--- src/rtl/valu_wb_buffer.sv ---
// -----------------------------------------------------------------------------
// valu_wb_buffer
//
// Writeback buffer between the fixed-latency vector ALU units and the VRF write
// port. The ALU side has no backpressure, so every result is captured in a FIFO
// and drained to the VRF over a valid/ready handshake. A credit counter
// (reserved slots) gates the issue stage so an in-flight result always has a
// free slot when it arrives.
//
// Optional feature macro: VALU_WB_BYPASS_EN
//   Defined     : an incoming result on an empty FIFO is presented on wb_*
//                 combinationally in the same cycle; taken without a write when
//                 wb_ready=1, otherwise written and held at the head.
//   Not defined : strict 1-cycle latency, no combinational in_* -> wb_* path.
//
// Ports:
//   clk          rising-edge clock
//   rst          asynchronous active-high reset
//   issue_valid  issue stage launches one ALU op (reserves one slot)
//   credit_ok    issue permitted this cycle (reserved < DEPTH)
//   in_vec       ALU result data
//   in_valid     ALU result valid
//   in_addr      ALU result destination address
//   wb_data      head entry data to VRF (0 when empty)
//   wb_addr      head entry address to VRF (0 when empty)
//   wb_valid     head entry valid
//   wb_ready     VRF accepts head entry
//   occupancy    entries currently stored
//   err_overflow sticky: push to full FIFO, or issue with credit_ok low
// -----------------------------------------------------------------------------
module valu_wb_buffer #(
    parameter int DATA_WIDTH = 64,
    parameter int ADDR_WIDTH = 32,
    parameter int DEPTH      = 8,
    parameter int PTR_W      = $clog2(DEPTH)
) (
    input  logic                  clk,
    input  logic                  rst,
    input  logic                  issue_valid,
    output logic                  credit_ok,
    input  logic [DATA_WIDTH-1:0] in_vec,
    input  logic                  in_valid,
    input  logic [ADDR_WIDTH-1:0] in_addr,
    output logic [DATA_WIDTH-1:0] wb_data,
    output logic [ADDR_WIDTH-1:0] wb_addr,
    output logic                  wb_valid,
    input  logic                  wb_ready,
    output logic [PTR_W:0]        occupancy,
    output logic                  err_overflow
);

    localparam int             ENTRY_W = ADDR_WIDTH + DATA_WIDTH;
    localparam logic [PTR_W:0] DEPTH_C = (PTR_W + 1)'(DEPTH);

    logic [ENTRY_W-1:0] mem_q [DEPTH];
    logic [PTR_W-1:0]   wr_ptr_q, wr_ptr_d;
    logic [PTR_W-1:0]   rd_ptr_q, rd_ptr_d;
    logic [PTR_W:0]     occ_q, occ_d;
    logic [PTR_W:0]     rsv_q, rsv_d;
    logic               err_q, err_d;

    logic               empty_s;
    logic               full_s;
    logic               pop_fifo_s;   // handshake that consumes a stored entry
    logic               hs_s;         // any wb handshake (stored or bypassed)
    logic               wr_en_s;
    logic               drop_s;
    logic               issue_ok_s;
    logic [ENTRY_W-1:0] head_s;

    assign empty_s    = (occ_q == '0);
    assign full_s     = (occ_q == DEPTH_C);
    assign head_s     = mem_q[rd_ptr_q];
    assign pop_fifo_s = !empty_s && wb_ready;
    assign credit_ok  = (rsv_q < DEPTH_C);
    assign issue_ok_s = issue_valid && credit_ok;
    assign occupancy  = occ_q;
    assign err_overflow = err_q;

`ifdef VALU_WB_BYPASS_EN
    logic byp_take_s;

    // A result arriving on an empty FIFO is consumed directly if the VRF is ready.
    assign byp_take_s = empty_s && in_valid && wb_ready;
    assign hs_s       = wb_valid && wb_ready;
    // A pop in the same cycle frees the slot, so a push into a full FIFO is legal.
    assign wr_en_s    = in_valid && !byp_take_s && (!full_s || pop_fifo_s);
    assign drop_s     = in_valid && !byp_take_s && !wr_en_s;

    // Head presentation: stored head, else the incoming result, else zeros.
    always_comb begin
        wb_valid = 1'b0;
        wb_data  = '0;
        wb_addr  = '0;
        if (!empty_s) begin
            wb_valid = 1'b1;
            wb_data  = head_s[DATA_WIDTH-1:0];
            wb_addr  = head_s[ENTRY_W-1:DATA_WIDTH];
        end else if (in_valid) begin
            wb_valid = 1'b1;
            wb_data  = in_vec;
            wb_addr  = in_addr;
        end else begin
            wb_valid = 1'b0;
        end
    end
`else
    assign hs_s    = pop_fifo_s;
    // A pop in the same cycle frees the slot, so a push into a full FIFO is legal.
    assign wr_en_s = in_valid && (!full_s || pop_fifo_s);
    assign drop_s  = in_valid && !wr_en_s;

    // Head presentation straight from storage; zeros while empty.
    always_comb begin
        wb_valid = 1'b0;
        wb_data  = '0;
        wb_addr  = '0;
        if (!empty_s) begin
            wb_valid = 1'b1;
            wb_data  = head_s[DATA_WIDTH-1:0];
            wb_addr  = head_s[ENTRY_W-1:DATA_WIDTH];
        end else begin
            wb_valid = 1'b0;
        end
    end
`endif

    // Next-state for pointers, occupancy, credits and the sticky error.
    always_comb begin
        wr_ptr_d = wr_ptr_q;
        rd_ptr_d = rd_ptr_q;
        occ_d    = occ_q;
        rsv_d    = rsv_q;
        err_d    = err_q;

        if (wr_en_s) begin
            wr_ptr_d = wr_ptr_q + PTR_W'(1);
        end else begin
            wr_ptr_d = wr_ptr_q;
        end

        if (pop_fifo_s) begin
            rd_ptr_d = rd_ptr_q + PTR_W'(1);
        end else begin
            rd_ptr_d = rd_ptr_q;
        end

        case ({wr_en_s, pop_fifo_s})
            2'b10:   occ_d = occ_q + (PTR_W + 1)'(1);
            2'b01:   occ_d = occ_q - (PTR_W + 1)'(1);
            default: occ_d = occ_q;
        endcase

        case ({issue_ok_s, hs_s})
            2'b10:   rsv_d = rsv_q + (PTR_W + 1)'(1);
            2'b01:   rsv_d = rsv_q - (PTR_W + 1)'(1);
            default: rsv_d = rsv_q;
        endcase

        if (drop_s || (issue_valid && !credit_ok)) begin
            err_d = 1'b1;
        end else begin
            err_d = err_q;
        end
    end

    // Control state: async reset discards all stored and reserved entries.
    always_ff @(posedge clk or posedge rst) begin
        if (rst) begin
            wr_ptr_q <= '0;
            rd_ptr_q <= '0;
            occ_q    <= '0;
            rsv_q    <= '0;
            err_q    <= 1'b0;
        end else begin
            wr_ptr_q <= wr_ptr_d;
            rd_ptr_q <= rd_ptr_d;
            occ_q    <= occ_d;
            rsv_q    <= rsv_d;
            err_q    <= err_d;
        end
    end

    // Entry storage; contents are only observed when occupancy marks them live.
    always_ff @(posedge clk) begin
        if (wr_en_s) begin
            mem_q[wr_ptr_q] <= {in_addr, in_vec};
        end
    end

endmodule

--- config.mk ---
export PLATFORM = sky130hd
export DESIGN_NAME = valu_wb_buffer
export DESIGN_NICKNAME = d
export VERILOG_FILES = /design/src/rtl/valu_wb_buffer.sv
export SDC_FILE = /design/constraint.sdc
export NUM_CORES = 1
export LEC_CHECK = 0
export ABC_AREA = 0
export CAP_MARGIN = 20
export CORE_ASPECT_RATIO = 0.6
export CORE_MARGIN = 4
export CORE_UTILIZATION = 53
export DETAILED_ROUTE_END_ITERATION = 10
export HOLD_SLACK_MARGIN = 0.03
export PLACE_DENSITY_LB_ADDON = 0.25
export SLEW_MARGIN = 40
export SYNTH_ARGS = -nofsm -noshare
export SYNTH_HDL_FRONTEND = slang
export SYNTH_SLANG_ARGS = --single-unit
--- constraint.sdc ---
create_clock -name clk -period 7.7 [get_ports clk]
set_clock_uncertainty 0.05 [all_clocks]
set_input_delay 1.925 -clock clk [delete_from_list [all_inputs] [get_ports clk]]
set_output_delay 1.925 -clock clk [all_outputs]
set_load 0.01 [all_outputs]
-- Yosys cells after proc, flatten, opt, wreduce, memory -nomap -nowiden
Memory sizes are Yosys's and may differ from the RTL's.
Index checks and enable logic that the tools add are counted.
- register bits after elaboration: 15
- output and inout bits: 103
- memory bits (writable): 768
- memories: 1
- word-level logic and storage cells: 39
- memory list (memory ; depth ; bits a word ; read ports ; clocked after Yosys merged registers in ; wr ports ; line ; RTL):
    mem_q ; 8 ; 96 ; 1 ; 0 ; 1 ; 55 ; logic [ENTRY_W-1:0] mem_q [DEPTH];
- add/subtract/negate cells: 6
- reduce and logical (&&, ||, !) cells: 14
- multiplexer cells: 7
- order comparisons: 1
- equal/unequal tests: 5
- operators with widths (operator ; count):
    $mux 64 ; 1
    $mux 32 ; 1
    $pmux 4 s2 ; 2
    $add 4x1->4 const B ; 2
    $sub 4x1->4 const B ; 2
    $add 3x1->3 const B ; 2
    $logic_and 1x1->1 ; 5
    $eq 2x1->1 const B ; 2
    $eq 2x2->1 const B ; 2
    $eq 4x4->1 const B ; 1
    $logic_not 1->1 ; 4
    $logic_not 4->1 ; 1
    $lt 4x4->1 const B ; 1
    $reduce_bool 2->1 ; 2
    $mux 1 ; 3
    $logic_or 1x1->1 ; 2

-- Logic depth before layout (Yosys ltp)
- depth in word-level cells: 8
- mapped depth: 9
- depth with buffers taken out: 9

-- Worst setup path before layout
OpenSTA, ideal clock, no wires.
- kind: input to register
- from: input in_valid
- to: memory mem_q[0][0] (netlist name), enable pin
- arrival: 8.993 ns
- path slack: -2.011 ns
- stages on the path: 4
- library setup time: 0.668 ns
- buffers on the path: 1
- path through: clkbuf_1 o21a_1 nand2b_1 nor3_1
- word-level cells in the longest chain between the ends: 3
- ends and longest elaborated chain (element ; line ; RTL):
    start: declaration ; 42 ; input logic in_valid,
    $logic_and 1x1->1 ; 110 ; assign wr_en_s = in_valid && (!full_s || pop_fifo_s);
    $mux 1 ; 186 ; if (wr_en_s) begin
    $mux 1 (not written as such) ; 187 ; mem_q[wr_ptr_q] <= {in_addr, in_vec};
    end: declaration ; 55 ;
Every way passes these cells.

-- Worst setup path after layout
- from: register rd_ptr_q[1]
- to: output wb_addr[13]
- word-level cells in the longest chain between the ends: 2
- ends and longest elaborated chain (element ; line ; RTL):
    start: declaration ; 57 ; logic [PTR_W-1:0] rd_ptr_q, rd_ptr_d;
    start signal: assignment ; 177 ; rd_ptr_q <= rd_ptr_d;
    $mem_v2 8x96 ; - ;
    $mux 32 ; 118 ; if (!empty_s) begin
    end: declaration ; 45 ; output logic [ADDR_WIDTH-1:0] wb_addr,
Every way passes these cells.

==> impl_metrics.json <==
{
  "status": "completed",
  "wirelength_um": 60300,
  "max_freq_mhz": 183,
  "grt_max_degree": 97,
  "cts_max_level": 3,
  "first_pass_iters": 5,
  "hold_viol": 0,
  "ir_drop_mv": 0.276,
  "rsz0062_at_grt": "false",
  "syn_nets": 1431,
  "rows": 67,
  "hpwl_um": 33100,
  "post-route-min-period_ns": 5.47,
  "num_io_pins": 204,
  "cap_viol_max_count": 0,
  "drt-initial-drc-count": 1069,
  "post_cts_buffers": 0,
  "start_kind": "flop",
  "grt_pass1_vias": 14400,
  "vias_per_cell": 5.80,
  "syn_inst": 1322,
  "syn_to_final_growth_pct": 17.7,
  "yosysWarnings": 0,
  "nNetsFinal": 1671,
  "cts_tree": "done",
  "max_slew.worst_pin.slew_ns": 0.803,
  "synth.distinct_cells": 32,
  "post-route-drc-count": 0,
  "fin_cells": 2373,
  "portBuffers": 203,
  "pwr_density_cell_mw_per_mm2": 381,
  "rr_worst_depth": 9,
  "synth-edff-count": 768,
  "cp_slowest_cell": "dfrtp_4",
  "dp.cells": 2249,
  "path_class": "reg -> out",
  "cts_buffers": 69,
  "holdBufCountCts": 0,
  "worstHoldPathCells": 1,
  "crit_path_end_kind": "primary output",
  "hold_path.class": "reg -> reg",
  "cts_resized": 0,
  "critPathMaxFanout": 49,
  "slew_violations": 0,
  "dieArea_sq_mm": 0.0606,
  "relSlewSlack": 0.464,
  "syn_area_per_cell_sq_um": 22.7,
  "cts_root_buffer": "clkbuf_16",
  "max_stage_delay_ns": 0.86,
  "cp.arrival_ns": 3.49,
  "setup_viol": 0,
  "critPathBufInv": 2,
  "start_util": 0.536,
  "leakagePower_nw": 11.4,
  "synth_flop_cell": "edfxtp_1",
  "clk_pin_slew_ns": 0.06,
  "synth_seq_area_share": 0.782,
  "antenna_found_initial": 4,
  "gr-usage-all-layers": 0.203,
  "ant_nets": 0,
  "drt-wirelength-per-cell_um": 25.4,
  "grt_pass1_wl_um": 91300,
  "synth.ff_latch_count": 783,
  "crit_chain": "buf_4 -> mux4_2 -> mux2i_1 -> nor2_1 -> clkdlybuf4s50_1",
  "clk_latency_ns": 0.58,
  "drive_above_1_share": 0.208,
  "clock-sinks": 783,
  "die_w_um": 315,
  "required_ns": 5.73,
  "gp_congestion": 0.755,
  "core-area_sq_mm": 0.0559,
  "async_flop_share": 0.0192,
  "min_period_over_period": 0.710,
  "die_h_um": 192,
  "dr_total_vias": 13800,
  "clockBufferDepth": 3,
  "critPathTopFamily": "buffers and inverters",
  "grt_overflow": 0,
  "cp.depth": 5,
  "tns_ns": 0,
  "syn-cell-area_sq_mm": 0.0300,
  "reg2reg_slack_ns": 4.93,
  "fillerInstances": 3771
}
[metrics by stage]
stage               worst slack [ns]   util  instance area [sq um]  hold WS, ns  power, W
finish                          2.23  0.631                  35300        0.454    0.0135
global route                    2.11  0.631                  35300        0.473    0.0142
CTS                             2.20  0.630                  35200        0.458    0.0137
detailed placement              2.79  0.592                  33100        0.447    0.0104
global placement                2.75  0.590                  33000        0.421    0.0103
floorplan                      0.567      -                  30000        0.406   0.00842
[per-layer routing]
metal | up-vias | global-route usage | share of wire
met1 | 7300 | 0.292 | 0.43
li1 | 5966 | - | -
met2 | 408 | 0.332 | 0.50
met3 | 77 | 0.0407 | 0.059
met5 | - | 0 | 0.00080
met4 | 8 | 0.0420 | 0.014
[synthesized netlist by cell type, types with 2 or more instances]
master    count  area, sq um
edfxtp_1    768        23100
mux4_2      192         4320
nor2_1      107          402
mux2i_1      97          971
buf_2        20          100
buf_1        19         71.3
dfrtp_1      15          375
nand2_1      14         52.6
clkbuf_1     13         48.8
buf_4        12         90.1
a21oi_1       8         40.0
inv_1         8         30.0
ha_1          7         87.6
o21ai_0       5         25.0
xnor2_1       5         43.8
nand2b_1      4         25.0
xor2_1        4         35.0
mux2_2        3         33.8
nor3_1        3         15.0
a211o_1       2         17.5
a211oi_1      2         15.0
and3_1        2         12.5
nand3_1       2         10.0
nor2b_1       2         12.5
[cells in the final DEF, fill, tap and decap left out, types with 3 or more instances in the layout]
cell             synthesis  layout
a21oi_1                  8       8
nor2_1                 107     101
clkbuf_16                0      71
nor2_4                   0       7
edfxtp_1               768     768
buf_16                   0       3
dfrtp_4                  0       3
o21ai_0                  5       5
xnor2_1                  5       5
inv_1                    8       8
mux4_2                 192     192
buf_6                    0       5
mux2_2                   3       3
ha_1                     7       7
buf_4                   12      13
clkbuf_1                13      11
nand2_1                 14      14
xor2_1                   4       4
clkinv_2                 0      12
dfrtp_1                 15      12
clkinv_1                 0      16
mux2i_1                 97      97
clkdlybuf4s50_1          0     203
nand2b_1                 4       4
clkinvlp_4               0       4
buf_12                   0       9
[area by class of cell]
type,instances,area [sq um],share of cell area
inverters,8,30.0,0.000851
repair buffers,234,2460,0.0698
multi-input cells,466,6270,0.178
clock inverters,38,260,0.00738
flip-flops and latches,783,23400,0.665
clock buffers,84,1850,0.0523
well taps,759,950,0.0269
diodes,1,2.50,0.0000709
[logic make-up after synthesis]
group / synth area share
buffers and inverters: 0.0115
DFF: 0.782
xor gates and xnor gates: 0.00263
and+or+nand+nor: 0.0188
adders and majority gates: 0.00359
muxes: 0.178
AOI/OAI and AO/OA: 0.00380
[power by group]
group	leakage [nW]	switching, W	total, W	internal (W)
registers	7.15	0.000246	0.00554	0.00530
logic	3.27	0.00229	0.00467	0.00238
clock network	1.03	0.00146	0.00324	0.00178
[flip-flops by register name, summed over array words and instances (netlist names)]
name / count
err_overflow: 1
rsv_q: 4
wr_ptr_q: 3
mem_q: 768
rd_ptr_q: 3
occupancy: 4
[final timing paths]
path                                     end         start
worst min-delay path                rsv_q[2]      rsv_q[2]
worst max register to register      rsv_q[2]  occupancy[0]
min in group asynchronous       occupancy[1]           rst
worst max-delay path             wb_addr[13]   rd_ptr_q[1]
worst min register to register      rsv_q[2]      rsv_q[2]
max in group asynchronous        rd_ptr_q[2]           rst
Power figures use the tool's default switching activity.
